===== src/rtl/mem_port_arbiter_pkg.sv =====
// Shared types for the two-port memory arbiter: sequencer states and port identifiers.
package mem_port_arbiter_pkg;

   typedef enum logic [1:0] {
      ST_IDLE  = 2'd0,
      ST_ISSUE = 2'd1,
      ST_DATA  = 2'd2
   } arb_state_e;

   localparam logic OWNER_P0 = 1'b0;
   localparam logic OWNER_P1 = 1'b1;

endpackage


===== src/rtl/rr_pick2.sv =====
// Combinational 2-way round-robin pick: on a tie the port that did not win last time wins.
module rr_pick2
   import mem_port_arbiter_pkg::*;
(
   input  logic req0,
   input  logic req1,
   input  logic last_owner,
   output logic winner,
   output logic any
);

   always_comb begin
      any = req0 | req1;
      if (req0 && req1) begin
         winner = (last_owner == OWNER_P0) ? OWNER_P1 : OWNER_P0;
      end else begin
         winner = req1 ? OWNER_P1 : OWNER_P0;
      end
   end

endmodule


===== src/rtl/mem_port_arbiter.sv =====
// Two-port arbiter and ISSUE/DATA sequencer in front of a synchronous-read memory.
// Requests are only sampled in IDLE; the winning request is latched straight into the memory-side registers.
module mem_port_arbiter
   import mem_port_arbiter_pkg::*;
#(
   parameter int N = 32,
   parameter int A = 32
) (
   input  logic         clk,
   input  logic         rstb,
   input  logic         req0,
   input  logic         req1,
   input  logic         we0,
   input  logic         we1,
   input  logic [A-1:0] adr0,
   input  logic [A-1:0] adr1,
   input  logic [N-1:0] wd0,
   input  logic [N-1:0] wd1,
   output logic         gnt0,
   output logic         gnt1,
   output logic         rvalid0,
   output logic         rvalid1,
   output logic [N-1:0] rd0,
   output logic [N-1:0] rd1,
   output logic [A-1:0] mem_adr,
   output logic         mem_we,
   output logic [N-1:0] mem_wd,
   input  logic [N-1:0] mem_rd
);

   arb_state_e   state_q, state_d;
   logic         owner_q, owner_d;
   logic         we_q, we_d;
   logic         last_owner_q, last_owner_d;
   logic [A-1:0] mem_adr_q, mem_adr_d;
   logic [N-1:0] mem_wd_q, mem_wd_d;
   logic         mem_we_q, mem_we_d;
   logic         gnt0_q, gnt0_d, gnt1_q, gnt1_d;
   logic         rvalid0_q, rvalid0_d, rvalid1_q, rvalid1_d;
   logic [N-1:0] rd0_q, rd0_d, rd1_q, rd1_d;
   logic         pick_winner, pick_any;

   rr_pick2 u_pick (
      .req0       (req0),
      .req1       (req1),
      .last_owner (last_owner_q),
      .winner     (pick_winner),
      .any        (pick_any)
   );

   always_comb begin
      state_d      = state_q;
      owner_d      = owner_q;
      we_d         = we_q;
      last_owner_d = last_owner_q;
      mem_adr_d    = mem_adr_q;
      mem_wd_d     = mem_wd_q;
      mem_we_d     = 1'b0;
      gnt0_d       = 1'b0;
      gnt1_d       = 1'b0;
      rvalid0_d    = 1'b0;
      rvalid1_d    = 1'b0;
      rd0_d        = rd0_q;
      rd1_d        = rd1_q;
      case (state_q)
         ST_IDLE: begin
            if (pick_any) begin
               owner_d      = pick_winner;
               last_owner_d = pick_winner;
               state_d      = ST_ISSUE;
               // Grant and write strobe are registered so they land in the ISSUE cycle.
               if (pick_winner == OWNER_P1) begin
                  we_d      = we1;
                  mem_adr_d = adr1;
                  mem_wd_d  = wd1;
                  mem_we_d  = we1;
                  gnt1_d    = 1'b1;
               end else begin
                  we_d      = we0;
                  mem_adr_d = adr0;
                  mem_wd_d  = wd0;
                  mem_we_d  = we0;
                  gnt0_d    = 1'b1;
               end
            end
         end
         ST_ISSUE: begin
            state_d = we_q ? ST_IDLE : ST_DATA;
         end
         ST_DATA: begin
            state_d = ST_IDLE;
            if (owner_q == OWNER_P1) begin
               rd1_d     = mem_rd;
               rvalid1_d = 1'b1;
            end else begin
               rd0_d     = mem_rd;
               rvalid0_d = 1'b1;
            end
         end
         default: state_d = ST_IDLE;
      endcase
   end

   always_ff @(posedge clk) begin
      if (rstb) begin
         state_q      <= ST_IDLE;
         owner_q      <= OWNER_P0;
         we_q         <= 1'b0;
         last_owner_q <= OWNER_P1;
         mem_adr_q    <= '0;
         mem_wd_q     <= '0;
         mem_we_q     <= 1'b0;
         gnt0_q       <= 1'b0;
         gnt1_q       <= 1'b0;
         rvalid0_q    <= 1'b0;
         rvalid1_q    <= 1'b0;
         rd0_q        <= '0;
         rd1_q        <= '0;
      end else begin
         state_q      <= state_d;
         owner_q      <= owner_d;
         we_q         <= we_d;
         last_owner_q <= last_owner_d;
         mem_adr_q    <= mem_adr_d;
         mem_wd_q     <= mem_wd_d;
         mem_we_q     <= mem_we_d;
         gnt0_q       <= gnt0_d;
         gnt1_q       <= gnt1_d;
         rvalid0_q    <= rvalid0_d;
         rvalid1_q    <= rvalid1_d;
         rd0_q        <= rd0_d;
         rd1_q        <= rd1_d;
      end
   end

   assign gnt0    = gnt0_q;
   assign gnt1    = gnt1_q;
   assign rvalid0 = rvalid0_q;
   assign rvalid1 = rvalid1_q;
   assign rd0     = rd0_q;
   assign rd1     = rd1_q;
   assign mem_adr = mem_adr_q;
   assign mem_we  = mem_we_q;
   assign mem_wd  = mem_wd_q;

endmodule


===== config.mk =====
export PLATFORM = sky130hd
export DESIGN_NAME = mem_port_arbiter
export DESIGN_NICKNAME = d
export VERILOG_FILES = /design/src/rtl/mem_port_arbiter_pkg.sv /design/src/rtl/rr_pick2.sv /design/src/rtl/mem_port_arbiter.sv
export SDC_FILE = /design/constraint.sdc
export NUM_CORES = 1
export LEC_CHECK = 0
export ABC_CLOCK_PERIOD_IN_PS = 1800
export BUFFER_PORTS_ARGS = -buffer_cell sky130_fd_sc_hd__buf_4
export CORE_MARGIN = 2
export CORE_UTILIZATION = 47
export CTS_BUF_LIST = sky130_fd_sc_hd__clkbuf_8
export DETAILED_ROUTE_END_ITERATION = 7
export GPL_ROUTABILITY_DRIVEN = 1
export PLACE_DENSITY = 0.79
export SLEW_MARGIN = 10
export SYNTH_ARGS = -nofsm -noshare
export SYNTH_HDL_FRONTEND = slang
export SYNTH_HIERARCHICAL = 1
export SYNTH_SLANG_ARGS = --single-unit
export TNS_END_PERCENT = 50

===== constraint.sdc =====
create_clock -name clk -period 1.8 [get_ports clk]
set_input_delay 0.27 -clock clk [delete_from_list [all_inputs] [get_ports clk]]
set_output_delay 0.27 -clock clk [all_outputs]
set_load 0.02 [all_outputs]

==> results of run 1 <==
cells by family (layout without fill, tap and decap cells):
kind of cell    after synthesis  in the layout  synth area share [%]
buf+inv                     116            408                  8.79
flops                       138            138                  46.9
mux                         129            129                  21.9
compound gates               68             68                  10.9
simple gates                108            108                  11.5
synth_stat cells:
cell | number | area, um^2
buf_4 | 2 | 15.0
nand3b_1 | 1 | 7.51
buf_2 | 18 | 90.1
buf_1 | 3 | 11.3
or2_1 | 1 | 6.26
a21boi_1 | 1 | 7.51
mux2i_1 | 129 | 1290
clkbuf_1 | 19 | 71.3
nor3b_1 | 2 | 15.0
nor2_1 | 4 | 15.0
dfxtp_1 | 138 | 2760
o32ai_1 | 59 | 517
inv_1 | 67 | 251
nand2b_1 | 97 | 607
o32a_1 | 1 | 10.0
nor4b_1 | 1 | 8.76
buf_6 | 7 | 78.8
o22ai_2 | 1 | 12.5
o32ai_2 | 6 | 97.6
or4b_1 | 1 | 10.0
nor2b_1 | 1 | 6.26
worst max-delay path: cells and delay by family (launching register included):
| family | cells | cell delay (ps) |
|---|---|---|
| buffers and inverters | 1 | 220 |
| AOI/OAI and AO/OA | 1 | 160 |
| and+or+nand+nor | 1 | 780 |
| DFF | 1 | 350 |
flip-flops by register name, indices dropped and copies added, names as in the netlist:
name / count
last_owner_q: 1
owner_q: 1
rvalid0: 1
rd0: 32
rvalid1: 1
gnt0: 1
we_q: 1
mem_wd: 32
state_q: 2
mem_adr: 32
rd1: 32
gnt1: 1
mem_we: 1
through the flow:
step / hold WS (ps) / std cells / worst slack (ps) / area, um^2 / util [%]
2_1_floorplan: 401 / 559 / 363 / 5890 / -
3_3_place_gp: 424 / 987 / 148 / 8260 / 68.2
3_5_place_dp: 445 / 987 / 55.7 / 8260 / 68.2
4_1_cts: 67.6 / 1019 / 164 / 8670 / 71.5
5_1_grt: 74.6 / 1019 / 104 / 8670 / 71.5
6_report: 91.4 / 1019 / 181 / 8670 / 71.5
per-layer routing:
metal | part of all wire, % | vias up | track usage (%)
li1 | - | 2500 | -
met1 | 40 | 2373 | 27.6
met2 | 51 | 178 | 42.6
met3 | 6.5 | 29 | 7.11
met4 | 2.6 | 0 | 10.9
met5 | 0 | - | 0
final cells by class:
class                      count  share of cell area (%)
clock inverter                10                    1.14
multi-input combinational    305                    30.4
inverter                      67                    2.90
clock buffer                  22                    3.49
sequential                   138                    31.9
timing repair buffer         309                    27.8
tap                          168                    2.43
report_power, final:
part	internal [uW]	total, uW	switching [uW]
sequential	3250	3360	114
clock	1390	2510	1120
combinational	778	1570	787
worst max path at each step:
stage | startpoint | end | cells after the start
after floorplan | last_owner_q$_SDFFE_PP1P_ | mem_wd[24]$_SDFFE_PP0P_ | 6
after global placement | req0 | we_q$_SDFFE_PP0P_ | 5
after detailed placement | req0 | we_q$_SDFFE_PP0P_ | 5
after CTS | state_q[1]$_SDFFE_PP0P_ | we_q$_SDFFE_PP0P_ | 3
after global routing | state_q[1]$_SDFFE_PP0P_ | we_q$_SDFFE_PP0P_ | 3
final | state_q[1]$_SDFFE_PP0P_ | mem_adr[23]$_SDFFE_PP0P_ | 3
==> out/qor.yml, run 1 <==
clock_network:
  clock-sinks: 138
  cts_tree: "done"
  cts_root_buf: "clkbuf_8"
  cts_buffer_depth: 2
  numCtsBuffers: 17
  clkLatencyLatePin_ps: 440
  cts_hold_buf: 0
  clkTransAtPathRegs_ps: 70
  post_cts_buffers: 0
  cts_resized: 0
  cts-htree-levels: 4
cells_and_area:
  layout_common_cells: "302 x buf_4, 138 x dfxtp_1, 129 x mux2i_1, 97 x nand2b_1, 70 x inv_1"
  final_layout_size_suffix_gt1_share_pct: 41.0
  nets: 1004
  multi_input_area_um2: 2630
  synthToLayoutAreaGrowth_pct: 47.1
  regArea_um2: 2760
  fillers: 911
  final_common_cell: "buf_4"
  antennaDiodeCount: 0
synth:
  syn-num-nets: 725
  synth_warnings: 6
  seq_area_frac_synth_pct: 46.9
  ys_types: 21
  syn_avg_cell_area_um2: 10.5
  syn-cell-area_um2: 5890
  ys_ff_latch: 138
  synth_cells: 559
global_route:
  grt_pass1_vias: 5063
  overflow: 0
  grt.total_usage_pct: 24.4
  grt_max_degree: 167
  antenna_found_initial: 0
  grt_pass1_wl_um: 25100
placed_design:
  dp_hpwl_um: 12300
  io_buffers: 298
  gp_congestion: 0.827
setup_path:
  cpPeakStageDelay_ps: 780
  worstReg2RegEnd: "mem_adr[23]$_SDFFE_PP0P_"
  r2r_cells: 3
  worstPathCellList: "or4b_2 > buf_12 > o32ai_1"
  critPathSlowestCell: "or4b_2"
  rr_startpoint: "state_q[1]$_SDFFE_PP0P_"
  critPathCaptureType: "flop"
  crit_fanout: 43
  critPathKind: "flop to flop"
  startpoint_type: "flop"
  crit_required_ps: 2140
  reg2reg_slack_ps: 180
  worstPathArrival_ps: 1960
timing:
  final_hold_viol_count: 0
  timing.setup.tns_ps: 0
  slew_viol_final: 0
  fmax_ghz: 0.618
  slew_headroom_pct: 60.1
  worst_slew_pin_slew_ps: 599
  period_share_pct: 89.9
  setup_viol: 0
  rsz0062_at_grt: "no"
  finalClockSkew_ps: 5.01
  min_period_ps: 1620
hold_path:
  min-delay-start: "wd0[24]"
  hold_end: "mem_wd[24]$_SDFFE_PP0P_"
  min_path_type: "input port to flop"
  hold_depth: 3
die:
  dieArea_um2: 13400
  die_h_um: 116
  initial_core_util_pct: 48.6
  io_pins: 299
  core_area_um2: 12100
  dieWidth_um: 116
  rows: 40
route:
  detail-route-antenna-nets: 0
  vias: 5080
  first_iter_violations: 382
  route.detailed.drc: 0
  finalWirelength_um: 16500
  dr.pass1.iters: 7
  viasPerCell: 4.99
  routedWlPerCell_um: 16.2
run_status:
  status: "finished, final reports clean"
power:
  leakage_uw: 0.00402
  p_per_area_nw_per_um2: 858
  ir_worst_vdd_uv: 458
  finalPower_uw: 7440
job:
  maxCapViolations: 0
Power figures use the tool's default switching activity.
==> run 2: changes to the inputs <==
--- a/config.mk
+++ b/config.mk
@@ -13,6 +13,7 @@
 export DETAILED_ROUTE_END_ITERATION = 7
 export GPL_ROUTABILITY_DRIVEN = 1
 export PLACE_DENSITY = 0.79
+export REMOVE_ABC_BUFFERS = 1
 export SLEW_MARGIN = 10
 export SYNTH_ARGS = -nofsm -noshare
 export SYNTH_HDL_FRONTEND = slang
==> run 2 against run 1 <==
Compared with the run above: fmax down 4.3%; global-route usage down 0.22 points; highest routed layer unchanged; worst setup slack worse by 73 ps; clock power about the same; clock-buffer cell count unchanged; power down 0.17%; critical path type unchanged; core utilization up 0.15 points; via count down 0.83%; flip-flop and latch count unchanged; combinational power about the same.
==> out/qor.yml, run 2 (synthesis gave the netlist of run 1 again) <==
global_route:
  grt_max_degree: 167  # unchanged
  grt_pass1_vias: 5092  # +0.57%
  grt_pass1_wl_um: 25000  # -0.11%
  overflow: 0  # unchanged
  grt.total_usage_pct: 24.2  # -0.22 points
  antenna_found_initial: 0  # unchanged
setup_path:
  crit_required_ps: 2130  # about the same
  crit_fanout: 68  # +58%
  startpoint_type: "flop"
  critPathKind: "flop to flop"
  critPathCaptureType: "flop"
  worstPathArrival_ps: 2020  # +60 ps
clock_network:
  cts-htree-levels: 4  # unchanged
  clock-sinks: 138  # unchanged
  clkTransAtPathRegs_ps: 70  # about the same
  cts_buffer_depth: 2  # unchanged
  post_cts_buffers: 0  # unchanged
  cts_tree: "done"
  numCtsBuffers: 17  # unchanged
  cts_resized: 0  # unchanged
  cts_root_buf: "clkbuf_8"
  clkLatencyLatePin_ps: 440  # about the same
  cts_hold_buf: 0  # unchanged
run_status:
  status: "finished, final reports clean"
cells_and_area:
  postLayoutCoreUtil_pct: 71.7  # +0.15 points
  nets: 1005  # +0.10%
  synthToLayoutAreaGrowth_pct: 47.4
  final_common_cell: "buf_4"
  fin_area_um2: 8680  # +0.22%
  antennaDiodeCount: 0  # unchanged
  layout_common_cells: "302 x buf_4, 138 x dfxtp_1, 129 x mux2i_1, 97 x nand2b_1, 69 x inv_1"
  final_layout_size_suffix_gt1_share_pct: 41.2  # +0.19 points
die:
  core_area_um2: 12100  # unchanged
  dieArea_um2: 13400  # unchanged
  initial_core_util_pct: 48.6  # unchanged
  dieWidth_um: 116  # unchanged
  rows: 40  # unchanged
  io_pins: 299  # unchanged
  die_h_um: 116  # unchanged
timing:
  fmax_ghz: 0.591  # -4.3%
  worst_slew_pin_slew_ps: 584  # -15.0 ps
  setup_viol: 0  # unchanged
  slew_viol_final: 0  # unchanged
  rsz0062_at_grt: "no"
  slew_headroom_pct: 61.1  # +1.0 points
  finalClockSkew_ps: 4.42  # -0.587 ps
  fin_hold_ws_ps: 94.2  # +2.78 ps
  worst_slack_ps: 108  # -73.4 ps
  final_hold_viol_count: 0  # unchanged
  period_share_pct: 94.0  # +4.1 points
  min_period_ps: 1690  # +73.4 ps
route:
  detail-route-antenna-nets: 0  # unchanged
  route.detailed.drc: 0  # unchanged
  vias: 5038  # -0.83%
  dr.pass1.iters: 4  # -3
  first_iter_violations: 257  # -33%
  routedWlPerCell_um: 16.0  # -1.4%
  finalWirelength_um: 16300  # -1.3%
  viasPerCell: 4.94  # -0.92%
placed_design:
  gp_congestion: 0.827  # unchanged
  dp_hpwl_um: 12100  # -1.6%
  io_buffers: 298  # unchanged
  post-place-ws_ps: 73.3  # +17.5 ps
  post_dp_cell_area_um2: 8280  # +0.24%
power:
  ir_worst_vdd_uv: 599  # +31%
  leakage_uw: 0.00403  # +0.26%
  finalPower_uw: 7420  # -0.17%
  intPower_uw: 5420  # about the same
  clockPowerShare_pct: 33.6  # about the same
  switching_share_pct: 26.9  # -0.18 points
  combPwrFrac_pct: 21.1  # about the same
  p_sw_uw: 2000  # -0.85%
  seq_power_share_pct: 45.3  # about the same
  p_per_area_nw_per_um2: 855  # -0.39%
job:
  maxCapViolations: 0  # unchanged
hold_path:
  min_path_type: "input port to flop"
-- run 2: cell types whose count changed in the layout (fill, tap and decap cells not counted) --
cell / delta
clkinv_2: +2
buf_12: +1
clkinvlp_4: -1
inv_1: -1
-- run 2: final cells by class --
class,count,area (um^2)
fillers,935,3430
multi-input cells,305,2630
well taps,168,210
repair buffers,310,2430
inverters,67,251
flip-flops and latches,138,2760
clock buffers,22,303
clock inverters,10,97.6
-- run 2: critical path, cell delays in order (launching register included) --
cell and delay [ps]:
dfxtp_1 350, or4b_2 770, buf_12 250, o32ai_1 180
-- run 2: stage by stage --
stage / instances / TNS [ps]
floorplan: 510 / -353750
CTS: 1020 / 0
finish: 1020 / 0
global route: 1020 / 0
detailed placement: 988 / 0
global placement: 988 / 0
-- run 2: final timing paths --
check	start	to	slack (ps)	cells past startpoint
setup reg to reg	state_q[1]$_SDFFE_PP0P_	mem_wd[10]$_SDFFE_PP0P_	110	3
hold / removal	adr0[2]	mem_adr[2]$_SDFFE_PP0P_	90	3
hold reg to reg	we_q$_SDFFE_PP0P_	state_q[1]$_SDFFE_PP0P_	450	1
setup / recovery	state_q[1]$_SDFFE_PP0P_	mem_wd[10]$_SDFFE_PP0P_	110	3
-- run 2: per-layer routing --
layer / wire, um / track usage (%)
met1: 6180 / 26.1
met2: 8140 / 42.1
met3: 1530 / 9.62
met4: 482 / 10.2
met5: 0 / 0
-- run 2: power by group through the flow --
stage | sequential (uW) | clock [uW] | combinational [uW]
2_1_floorplan | 3640 | 0 | 584
3_3_place_gp | 3420 | 0 | 1540
3_5_place_dp | 3430 | 0 | 1570
4_1_cts | 3360 | 2550 | 1580
5_1_grt | 3380 | 2690 | 1680
6_report | 3360 | 2490 | 1570
